===== src/rtl/seg_letter_decoder.sv =====
// seg_letter_decoder: reads a 7-bit active-low segment bus back into letter codes.
// A pattern must hold for STABLE_CYCLES samples before it counts. Each new stable
// glyph, other than a repeat or a blank, is decoded and offered on a
// single-entry valid/ready output register. If that register is still full, the
// glyph is dropped and the sticky overflow flag is set.
module seg_letter_decoder #(
  parameter int STABLE_CYCLES = 4
) (
  input  logic       clk,
  input  logic       reset,
  input  logic [6:0] seg_in,
  input  logic       letter_ready,
  output logic       letter_valid,
  output logic [4:0] letter_code,
  output logic       letter_err,
  output logic       overflow
);

  localparam logic [6:0] BLANK = 7'b1111111;
  localparam logic [7:0] SAT   = 8'(STABLE_CYCLES);

  typedef enum logic {EMPTY = 1'b0, FULL = 1'b1} out_state_e;

  // Map a glyph to its letter index (1..26). Unknown patterns map to 0.
  function automatic logic [4:0] glyph_index(input logic [6:0] p);
    logic [4:0] idx;
    case (p)
      7'b0001000: idx = 5'd1;   // a
      7'b0000011: idx = 5'd2;   // b
      7'b1000110: idx = 5'd3;   // c
      7'b0100001: idx = 5'd4;   // d
      7'b0000110: idx = 5'd5;   // e
      7'b0001110: idx = 5'd6;   // f
      7'b1000010: idx = 5'd7;   // g
      7'b0001011: idx = 5'd8;   // h
      7'b1001111: idx = 5'd9;   // i
      7'b1100001: idx = 5'd10;  // j
      7'b0001010: idx = 5'd11;  // k
      7'b1000111: idx = 5'd12;  // l
      7'b1101010: idx = 5'd13;  // m
      7'b1001000: idx = 5'd14;  // n
      7'b1000000: idx = 5'd15;  // o
      7'b0001100: idx = 5'd16;  // p
      7'b0011000: idx = 5'd17;  // q
      7'b1001100: idx = 5'd18;  // r
      7'b0010010: idx = 5'd19;  // s
      7'b0000111: idx = 5'd20;  // t
      7'b1100011: idx = 5'd21;  // u
      7'b1000001: idx = 5'd22;  // v
      7'b1010101: idx = 5'd23;  // w
      7'b0001001: idx = 5'd24;  // x
      7'b0010001: idx = 5'd25;  // y
      7'b0100100: idx = 5'd26;  // z
      default:    idx = 5'd0;
    endcase
    return idx;
  endfunction

  // The letter code carries the index bit-reversed, so code[4] is index bit 0.
  function automatic logic [4:0] bit_reverse5(input logic [4:0] v);
    return {v[0], v[1], v[2], v[3], v[4]};
  endfunction

  logic [6:0] cand_q, cand_d;
  logic [7:0] cnt_q, cnt_d;
  logic [6:0] last_q, last_d;
  logic       stable_evt, accept, load;
  logic [4:0] new_idx;

  out_state_e state_q, state_d;
  logic [4:0] code_q, code_d;
  logic       err_q, err_d;
  logic       ovf_q, ovf_d;
  logic       data_en;

  // Stability tracker and accept filter: find stable, non-repeated patterns.
  always_comb begin
    cand_d = cand_q;
    cnt_d  = cnt_q;
    if (seg_in != cand_q) begin
      cand_d = seg_in;
      cnt_d  = 8'd1;
    end else if (cnt_q != SAT) begin
      cnt_d = cnt_q + 8'd1;
    end
    stable_evt = (seg_in == cand_q) && (cnt_q == SAT - 8'd1);
    accept     = stable_evt && (cand_q != last_q);
    last_d     = accept ? cand_q : last_q;
    load       = accept && (cand_q != BLANK);
    new_idx    = glyph_index(cand_q);
  end

  // Tracker state registers.
  always_ff @(posedge clk) begin
    if (reset) begin
      cand_q <= BLANK;
      cnt_q  <= SAT;
      last_q <= BLANK;
    end else begin
      cand_q <= cand_d;
      cnt_q  <= cnt_d;
      last_q <= last_d;
    end
  end

  // Output register next state. A load is taken when the register is empty or
  // drains this cycle. Otherwise the load is dropped and recorded as overflow.
  always_comb begin
    state_d = state_q;
    case (state_q)
      EMPTY:   if (load) state_d = FULL;
      FULL:    if (letter_ready && !load) state_d = EMPTY;
      default: state_d = EMPTY;
    endcase
    data_en = load && ((state_q == EMPTY) || letter_ready);
    code_d  = data_en ? bit_reverse5(new_idx) : code_q;
    err_d   = data_en ? (new_idx == 5'd0) : err_q;
    ovf_d   = ovf_q | (load && (state_q == FULL) && !letter_ready);
  end

  // Output register state and payload.
  always_ff @(posedge clk) begin
    if (reset) begin
      state_q <= EMPTY;
      code_q  <= 5'd0;
      err_q   <= 1'b0;
      ovf_q   <= 1'b0;
    end else begin
      state_q <= state_d;
      code_q  <= code_d;
      err_q   <= err_d;
      ovf_q   <= ovf_d;
    end
  end

  // Outputs come from registers only, so no combinational path from letter_ready.
  always_comb begin
    letter_valid = (state_q == FULL);
    letter_code  = code_q;
    letter_err   = err_q;
    overflow     = ovf_q;
  end

endmodule


===== config.mk =====
export PLATFORM = sky130hd
export DESIGN_NAME = seg_letter_decoder
export DESIGN_NICKNAME = d
export VERILOG_FILES = /design/src/rtl/seg_letter_decoder.sv
export SDC_FILE = /design/constraint.sdc
export NUM_CORES = 1
export LEC_CHECK = 0
export CORE_ASPECT_RATIO = 0.9
export CORE_MARGIN = 2
export CORE_UTILIZATION = 50
export CTS_CLUSTER_SIZE = 16
export DETAILED_ROUTE_END_ITERATION = 7
export PLACE_DENSITY_LB_ADDON = 0.1
export SLEW_MARGIN = 20
export SYNTH_ARGS = -nofsm -noshare
export SYNTH_HDL_FRONTEND = slang
export SYNTH_SLANG_ARGS = --single-unit

===== constraint.sdc =====
create_clock -name clk -period 5.75 [get_ports clk]
set_input_delay 1.15 -clock clk [delete_from_list [all_inputs] [get_ports clk]]
set_output_delay 1.15 -clock clk [all_outputs]
set_load 0.01 [all_outputs]

==> qor.yml, run 1 <==
routing:
  drc: 0
  firstDrtPassIters: 4
  first_iter_violations: 124
  via_count: 1675
  vias_per_cell: 5.70
  wirelength_microns: 3940
  ant_nets: 0
  wl_per_cell_microns: 13.4
grt:
  antenna_found_initial: 0
  grt_pass1_wl_microns: 6900
  grt_overflow: 0
  grt_pass1_vias: 1514
  grt_max_degree: 34
  grt_usage_pct: 19.1
flow_run:
  maxCapViolations: 0
critical_path:
  cp-end-kind: "flop"
  crit_type: "input pin to flop"
  required_ns: 5.96
  critPathMaxFanout: 21
  worst_ep_arrival_time_ns: 3.70
  crit_path_start_kind: "input pin"
yosys:
  synth_ff_type: "dfxtp_1"
  syn_area_sq_mm: 0.00199
  yosysWarnings: 0
  netlist.area_leader.share_pct: 35.3
  yosysTopAreaCell: "dfxtp_1"
  ys_types: 51
  syn_inst: 239
  ys_seq_elements: 35
  ys_seq_area_share_pct: 35.3
  synth.area.top_cells: "dfxtp_1, xor2_1, a21oi_1"
  synth-edff-count: 0
  async_reset_ff_share_pct: 0
  avgSynthCellArea_sq_um: 8.31
  synth_fp_nets: 251
sta:
  relSlewSlack_pct: 55.1
  setup_tns_ns: 0
  finClkSkew_ns: 0.00554
  hold_viol: 0
  fmax_ghz: 0.286
  hold_slack_ns: 0.465
  min_period_ns: 3.49
  setup_violations: 0
  slew_violations: 0
  fin_ws_ns: 2.26
  rsz0062_at_grt: "no"
  finalCritPeriodShare_pct: 60.7
  worstMarginPinSlew_ns: 0.671
die:
  fp.dieW_microns: 70.4
  boundaryPins: 18
  die_h_microns: 63.8
  coreArea_sq_mm: 0.00376
  rows: 21
  die_area_sq_mm: 0.00449
  start_util_pct: 52.8
pwr:
  ir_drop_mv: 0.107
  power_density_mw_per_mm2: 213
  p_total_mw: 0.478
  leakage_nw: 0.762
cts:
  h-tree-depth: 2
  cts.clk_slew.worst_paths_ns: 0.07
  cts_sinks: 35
  root_buffer: "clkbuf_8"
  cts_made_buffers: 5
  clk_latency_ns: 0.27
  cts_tree: "done"
  cts_resized: 0
  postCtsSetupRepairBufs: 0
  holdBufCountCts: 0
  clock_path_buffers: 2
cells_and_area:
  drive_above_1_share_pct: 6.45
  areaGrowthSynthToFinish_pct: 12.7
  mostFrequentLayoutCells: "dfxtp_1, nor2_1, clkdlybuf4s50_1"
  n_antenna_cell: 0
  nets: 259
  fillCellCount: 354
  utilization_pct: 59.6
  final_common_cell: "dfxtp_1"
worst_hold_path:
  min_path_type: "flop to flop"
placed_design:
  place_congestion: 0.817
  hpwl_microns: 2740
  port_buffers: 17
  dp_slack_ns: 2.00
outcome:
  status: "finished, final reports clean"
[synthesized netlist by cell type, drive strengths merged (3+ instances only)]
| master | number |
|---|---|
| nand4 | 6 |
| dfxtp | 35 |
| xor2 | 13 |
| inv | 8 |
| xnor2 | 9 |
| clkbuf | 16 |
| a21oi | 16 |
| nor2 | 19 |
| nor3 | 5 |
| or4 | 3 |
| a211o | 7 |
| or2 | 4 |
| nand2b | 3 |
| nor2b | 8 |
| o21ai | 16 |
| o21a | 8 |
| nand3 | 12 |
| a31oi | 3 |
| and3b | 3 |
| nand2 | 9 |
[where the power goes]
group          total, mW  leakage (nW)  switching [mW]  internal [mW]
Sequential         0.254         0.286         0.00604          0.248
Clock              0.163        0.0422          0.0786         0.0848
Combinational     0.0605         0.434          0.0350         0.0255
Total              0.478         0.762           0.120          0.358
[area by class of cell]
class | count | area (sq um) | area share [%]
timing repair buffer | 18 | 178 | 7.94
inverter | 8 | 30.0 | 1.34
multi-input combinational | 179 | 1190 | 53.2
sequential | 35 | 701 | 31.3
tap | 46 | 57.6 | 2.57
clock inverter | 1 | 5.00 | 0.224
clock buffer | 7 | 76.3 | 3.41
[registers in the layout, summed over array words and instances (netlist names)]
name	count
cand_q	7
cnt_q	8
last_q	7
letter_code	5
letter_err	1
letter_valid	1
new_idx	5
overflow	1
[cell families (layout without fill, tap and decap cells)]
family | after synthesis | in the layout | share of synthesized area [%]
AND/OR/NAND/NOR | 85 | 85 | 24.4
AO/OA/AOI/OAI | 68 | 68 | 23.6
multiplexers | 1 | 1 | 0.504
buffers and inverters | 25 | 34 | 4.73
adder cells (fa/ha/maj) | 3 | 3 | 1.76
flip-flops | 35 | 35 | 35.3
XOR/XNOR | 22 | 22 | 9.70
[metal layers]
metal | part of all wire, % | vias to the layer above | GRT usage (%)
li1 | - | 878 | -
met1 | 53 | 758 | 27.8
met2 | 42 | 34 | 27.7
met3 | 4.0 | 5 | 4.73
met4 | 1.1 | 0 | 6.01
met5 | 0 | - | 0
[worst max-delay path, cell delays in order]
cell	delay, ns
clkdlybuf4s50_1	0.89
xor2_1	0.16
nor4_2	0.43
nand2_1	0.34
or4_1	0.59
a21oi_1	0.14
[metrics by stage]
| stage | instance area, sq um | instances |
|---|---|---|
| CTS | 2240 | 294 |
| global placement | 2160 | 286 |
| detailed placement | 2160 | 286 |
| finish | 2240 | 294 |
| global route | 2240 | 294 |
| floorplan | 1990 | 239 |
[worst paths after layout]
kind | start | to | slack, ns | cells after the start
worst max-delay path | seg_in[1] | overflow | 2.26 | 6
worst min-delay path | overflow | overflow | 0.47 | 2
worst min register to register | overflow | overflow | 0.47 | 2
worst max register to register | cand_q[1] | overflow | 3.65 | 5
No activity file was read; power rests on OpenSTA's default activity.
==> inputs of run 2 (changes only) <==
==> constraint.sdc (replaced) <==
create_clock -name clk -period 3.2 [get_ports clk]
set_input_delay 0.64 -clock clk [delete_from_list [all_inputs] [get_ports clk]]
set_output_delay 0.64 -clock clk [all_outputs]
set_load 0.01 [all_outputs]
==> qor.yml, run 2 (same netlist as run 1, synthesis figures left out) <==
pwr:
  p_total_mw: 0.976  # was 0.478 mW
  power.share.clock_pct: 41.4  # was 34.2%
  switching_share_pct: 25.4  # was 25.0%
  intPower_mw: 0.728  # was 0.358 mW
  power_density_mw_per_mm2: 420  # was 213 mW/mm^2
  ir_drop_mv: 0.272  # was 0.107 mV
  leakage_nw: 0.811  # was 0.762 nW
  seqPwrFrac_pct: 46.7  # was 53.1%
  p_switching_mw: 0.247  # was 0.120 mW
  power_frac_comb_pct: 11.9  # was 12.7%
cells_and_area:
  top_regs: "cnt_q: 8 flops, cand_q: 7 flops, last_q: 7 flops"  # unchanged
  final_cell_count_no_fill: 301  # was 294
  fillCellCount: 334  # was 354
  multiInputGateArea_sq_mm: 0.00119  # unchanged
  areaGrowthSynthToFinish_pct: 17.0  # was 12.7%
  utilization_pct: 61.8  # was 59.6%
  nets: 266  # was 259
  drive_above_1_share_pct: 9.80  # was 6.45%
  mostFrequentLayoutCells: "dfxtp_1, nor2_1, clkdlybuf4s50_1"  # unchanged
  largest_reg_flops: 8  # unchanged
  seqCellArea_sq_um: 701  # unchanged
  regMostFlops: "cnt_q"  # unchanged
  final_common_cell: "dfxtp_1"  # unchanged
  n_antenna_cell: 0  # unchanged
grt:
  antenna_found_initial: 0  # unchanged
  grt_pass1_wl_microns: 7290  # was 6900 microns
  grt_max_degree: 29  # was 34
  grt_overflow: 0  # unchanged
  grt_usage_pct: 20.2  # was 19.1%
  grt_pass1_vias: 1519  # was 1,514
outcome:
  status: "finished, final reports clean"  # unchanged
routing:
  ant_nets: 0  # unchanged
  via_count: 1741  # was 1,675
  firstDrtPassIters: 4  # unchanged
  vias_per_cell: 5.78  # was 5.70
  wirelength_microns: 4230  # was 3940 microns
  first_iter_violations: 72  # was 124
  drc: 0  # unchanged
  wl_per_cell_microns: 14.0  # was 13.4 microns
critical_path:
  reg2reg_depth: 5  # unchanged
  cp-end-kind: "flop"  # unchanged
  crit_path_start_kind: "input pin"  # unchanged
  critPathMaxFanout: 13  # was 21
  crit_chain: "clkdlybuf4s50_1, xor2_1, nor4_2, nand2_1, or4_1, a21oi_1"  # unchanged
  critPathSlowestCell: "or4_1"  # was clkdlybuf4s50_1
  crit_type: "input pin to flop"  # unchanged
  required_ns: 3.42  # was 5.96 ns
  cpPeakStageDelay_ns: 0.59  # was 0.89 ns
  worst_ep_arrival_time_ns: 2.77  # was 3.70 ns
sta:
  setup_violations: 0  # unchanged
  worstMarginPinSlew_ns: 0.507  # was 0.671 ns
  finalCritPeriodShare_pct: 79.6
  fin_ws_ns: 0.653  # was 2.26 ns
  finClkSkew_ns: 0.00549  # was 0.00554 ns
  relSlewSlack_pct: 65.9  # was 55.1%
  fmax_ghz: 0.393
  min_period_ns: 2.55
  setup_tns_ns: 0  # unchanged
  rsz0062_at_grt: "no"  # unchanged
  hold_viol: 0  # unchanged
  slew_violations: 0  # unchanged
die:
  die_area_sq_mm: 0.00449  # unchanged
  coreArea_sq_mm: 0.00376  # unchanged
  fp.dieW_microns: 70.4  # unchanged
  rows: 21  # unchanged
  boundaryPins: 18  # unchanged
  die_h_microns: 63.8  # unchanged
  start_util_pct: 52.8  # unchanged
placed_design:
  hpwl_microns: 2940  # was 2740 microns
  post-place-cells: 293  # was 286
  port_buffers: 17  # unchanged
  place_congestion: 0.962  # was 0.817
  dp_slack_ns: 0.335  # was 2.00 ns
flow_run:
  maxCapViolations: 0  # unchanged
cts:
  cts_sinks: 35  # unchanged
  clk_latency_ns: 0.29  # was 0.27 ns
  cts_tree: "done"  # unchanged
  cts_made_buffers: 5  # unchanged
  postCtsSetupRepairBufs: 0  # unchanged
  h-tree-depth: 2  # unchanged
  cts_resized: 0  # unchanged
  root_buffer: "clkbuf_8"  # unchanged
  clock_path_buffers: 2  # unchanged
  holdBufCountCts: 0  # unchanged
  cts.clk_slew.worst_paths_ns: 0.08  # was 0.07 ns
worst_hold_path:
  min_path_type: "flop to flop"  # unchanged
  hold_path_depth: 2  # unchanged
[run 2: cell count changes in the layout (fill, tap and decap cells not counted), sizes merged]
cell / change
bufinv: +1
clkinv: +1
clkbuf: -2
buf: +7
[run 2: metal layers]
| metal | vias to the layer above | wire length (microns) | GRT usage (%) |
|---|---|---|---|
| met3 | 5 | 326 | 5.84 |
| met4 | 0 | 46 | 7.45 |
| met1 | 779 | 2110 | 30.7 |
| met2 | 64 | 1750 | 26.7 |
| met5 | - | 0 | 0 |
| li1 | 893 | - | - |
[run 2: cell type report]
type | instances | share of cell area, %
Clock buffer | 5 | 2.96
Clock inverter | 3 | 1.89
Inverter | 8 | 1.29
Multi-Input combinational cell | 179 | 51.3
Sequential cell | 35 | 30.2
Tap cell | 46 | 2.48
Timing Repair Buffer | 25 | 9.91
[run 2: path summary, 6_finish.rpt]
kind | slack (ns) | start | end
worst min-delay path | 0.48 | new_idx[0] | letter_code[4]
worst max register to register | 1.05 | cand_q[1] | overflow
worst min register to register | 0.48 | new_idx[0] | letter_code[4]
worst max-delay path | 0.65 | seg_in[1] | overflow
[run 2: stage by stage]
stage,instance area (sq um),hold WS (ns)
floorplan,1990,0.444
global placement,2210,0.452
detailed placement,2210,0.463
CTS,2320,0.472
global route,2320,0.488
finish,2320,0.477
[run 2: worst max-delay path: cells and delay by family]
kind | cells | cell delay, ns
AOI/OAI and AO/OA | 1 | 0.15
and+or+nand+nor | 3 | 1.38
buffers and inverters | 1 | 0.44
xor gates and xnor gates | 1 | 0.16
[run 2: power by group through the flow]
stage	clock network (mW)	logic [mW]	registers, mW
global placement	0	0.115	0.466
global route	0.427	0.129	0.458
detailed placement	0	0.115	0.466
floorplan	0	0.0802	0.463
finish	0.404	0.116	0.456
CTS	0.409	0.115	0.456
==> inputs of run 3 (changes only) <==
==> constraint.sdc (replaced) <==
create_clock -name clk -period 2.5 [get_ports clk]
set_input_delay 0.5 -clock clk [delete_from_list [all_inputs] [get_ports clk]]
set_output_delay 0.5 -clock clk [all_outputs]
set_load 0.01 [all_outputs]
==> qor.yml, run 3 (same netlist as run 1, synthesis figures left out) <==
outcome:
  status: "finished, final reports clean"  # unchanged
cells_and_area:
  n_antenna_cell: 0  # unchanged
  areaGrowthSynthToFinish_pct: 19.6  # was 17.0%
  largest_reg_flops: 8  # unchanged
  mostFrequentLayoutCells: "dfxtp_1, nor2_1, clkdlybuf4s50_1"  # unchanged
  final_common_cell: "dfxtp_1"  # unchanged
  drive_above_1_share_pct: 12.2  # was 9.80%
  final_cell_count_no_fill: 308  # was 301
  regMostFlops: "cnt_q"  # unchanged
  top_regs: "cnt_q: 8 flops, cand_q: 7 flops, last_q: 7 flops"  # unchanged
  nets: 273  # was 266
sta:
  worstMarginPinSlew_ns: 0.489  # was 0.507 ns
  slew_violations: 0  # unchanged
  fmax_ghz: 0.463
  finClkSkew_ns: 0.00979  # was 0.00549 ns
  hold_slack_ns: 0.447  # was 0.477 ns
  finalCritPeriodShare_pct: 86.5
  setup_tns_ns: 0  # unchanged
  setup_violations: 0  # unchanged
  hold_viol: 0  # unchanged
  fin_ws_ns: 0.338  # was 0.653 ns
  relSlewSlack_pct: 67.2  # was 65.9%
  rsz0062_at_grt: "no"  # unchanged
  min_period_ns: 2.16
routing:
  wl_per_cell_microns: 13.8  # was 14.0 microns
  ant_nets: 0  # unchanged
  drc: 0  # unchanged
  first_iter_violations: 113  # was 72
  vias_per_cell: 5.76  # was 5.78
  wirelength_microns: 4240  # was 4230 microns
  firstDrtPassIters: 4  # unchanged
  via_count: 1774  # was 1,741
placed_design:
  dp_slack_ns: 0.0482  # was 0.335 ns
  post-place-cells: 300  # was 293
  place_congestion: 0.885  # was 0.962
  hpwl_microns: 3110  # was 2940 microns
  port_buffers: 17  # unchanged
critical_path:
  critPathSlowestCell: "clkdlybuf4s50_1"  # was or4_1
  crit_chain: "clkdlybuf4s50_1, xor2_1, nor3_1, nand2_1, buf_4, nor2_1, a211o_1"  # was clkdlybuf4s50_1, xor2_1, nor4_2, nand2_1, or4_1, a21oi_1
  required_ns: 2.74  # was 3.42 ns
  r2r_start: "cnt_q[3]"  # was cand_q[1]
  worst_ep_arrival_time_ns: 2.40  # was 2.77 ns
  critPathMaxFanout: 11  # was 13
  crit_path_start_kind: "input pin"  # unchanged
  crit_type: "input pin to flop"  # unchanged
  cp-end-kind: "flop"  # unchanged
  cpPeakStageDelay_ns: 0.52  # was 0.59 ns
  reg2reg_depth: 5  # unchanged
  r2r_end: "overflow"  # unchanged
  rrSetupSlack_ns: 0.40  # was 1.05 ns
cts:
  h-tree-depth: 2  # unchanged
  cts_made_buffers: 5  # unchanged
  cts_tree: "done"  # unchanged
  holdBufCountCts: 0  # unchanged
  cts_resized: 0  # unchanged
  postCtsSetupRepairBufs: 0  # unchanged
  root_buffer: "clkbuf_8"  # unchanged
  clk_latency_ns: 0.30  # was 0.29 ns
  clock_path_buffers: 2  # unchanged
  cts_sinks: 35  # unchanged
  cts.clk_slew.worst_paths_ns: 0.08  # about the same
die:
  rows: 21  # unchanged
  boundaryPins: 18  # unchanged
  coreArea_sq_mm: 0.00376  # unchanged
  die_h_microns: 63.8  # unchanged
  die_area_sq_mm: 0.00449  # unchanged
  start_util_pct: 52.8  # unchanged
  fp.dieW_microns: 70.4  # unchanged
grt:
  met3_usage_pct: 5.36  # was 5.84%
  grt_pass1_wl_microns: 7660  # was 7290 microns
  grt_pass1_vias: 1661  # was 1,519
  busiest_layer: "met2"  # was met1
  grt_usage_pct: 21.6  # was 20.2%
  met2_usage_pct: 31.6  # was 26.7%
  grt_overflow: 0  # unchanged
  use_met1_pct: 30.9  # was 30.7%
  grt_max_degree: 21  # was 29
  antenna_found_initial: 0  # unchanged
pwr:
  ir_drop_mv: 0.391  # was 0.272 mV
  power_density_mw_per_mm2: 527  # was 420 mW/mm^2
  leakage_nw: 0.846  # was 0.811 nW
  p_total_mw: 1.25  # was 0.976 mW
worst_hold_path:
  min_to: "overflow"  # was letter_code[4]
  hold_path_depth: 2  # unchanged
  min_path_type: "flop to flop"  # unchanged
  min-delay-start: "overflow"  # was new_idx[0]
flow_run:
  maxCapViolations: 0  # unchanged
run 3: cell types whose count changed in the layout (fill, tap and decap cells not counted), sizes merged:
cell	change
buf	+7
run 3: how the worst max path moves through the flow:
stage,start,endpoint,cells after the start
2_1_floorplan,seg_in[6],last_q[0],7
3_3_place_gp,seg_in[1],last_q[1],7
3_5_place_dp,seg_in[5],cnt_q[3],7
4_1_cts,seg_in[5],last_q[5],7
5_1_grt,seg_in[5],last_q[2],7
6_report,seg_in[5],last_q[2],7
run 3: cell type report:
cell class	instances	area, sq um
repair buffers	32	283
fillers	353	1380
clock inverters	3	43.8
clock buffers	5	68.8
multi-input cells	179	1190
well taps	46	57.6
inverters	8	30.0
flip-flops and latches	35	701
run 3: metrics by stage:
step           util (%)  area [sq um]
3_5_place_dp       60.2          2260
5_1_grt            63.2          2370
4_1_cts            63.2          2370
6_report           63.2          2370
3_3_place_gp       60.2          2260
2_1_floorplan         -          1990
run 3: critical path, delay by kind of cell:
family | cells | cell delay (ns)
xor+xnor | 1 | 0.19
buf+inv | 2 | 0.72
simple gates | 3 | 0.79
compound gates | 1 | 0.19
run 3: per-layer routing:
metal / wire length (microns) / part of all wire (%) / vias up
met1: 2160 / 51 / 815
met2: 1810 / 43 / 51
met4: 55 / 1.3 / 0
li1: - / - / 902
met5: 0 / 0 / -
met3: 207 / 4.9 / 6
run 3: report_power, final:
part	switching, mW	internal, mW	total (mW)
Clock	0.214	0.297	0.511
Sequential	0.0138	0.570	0.583
Combinational	0.0843	0.0726	0.157
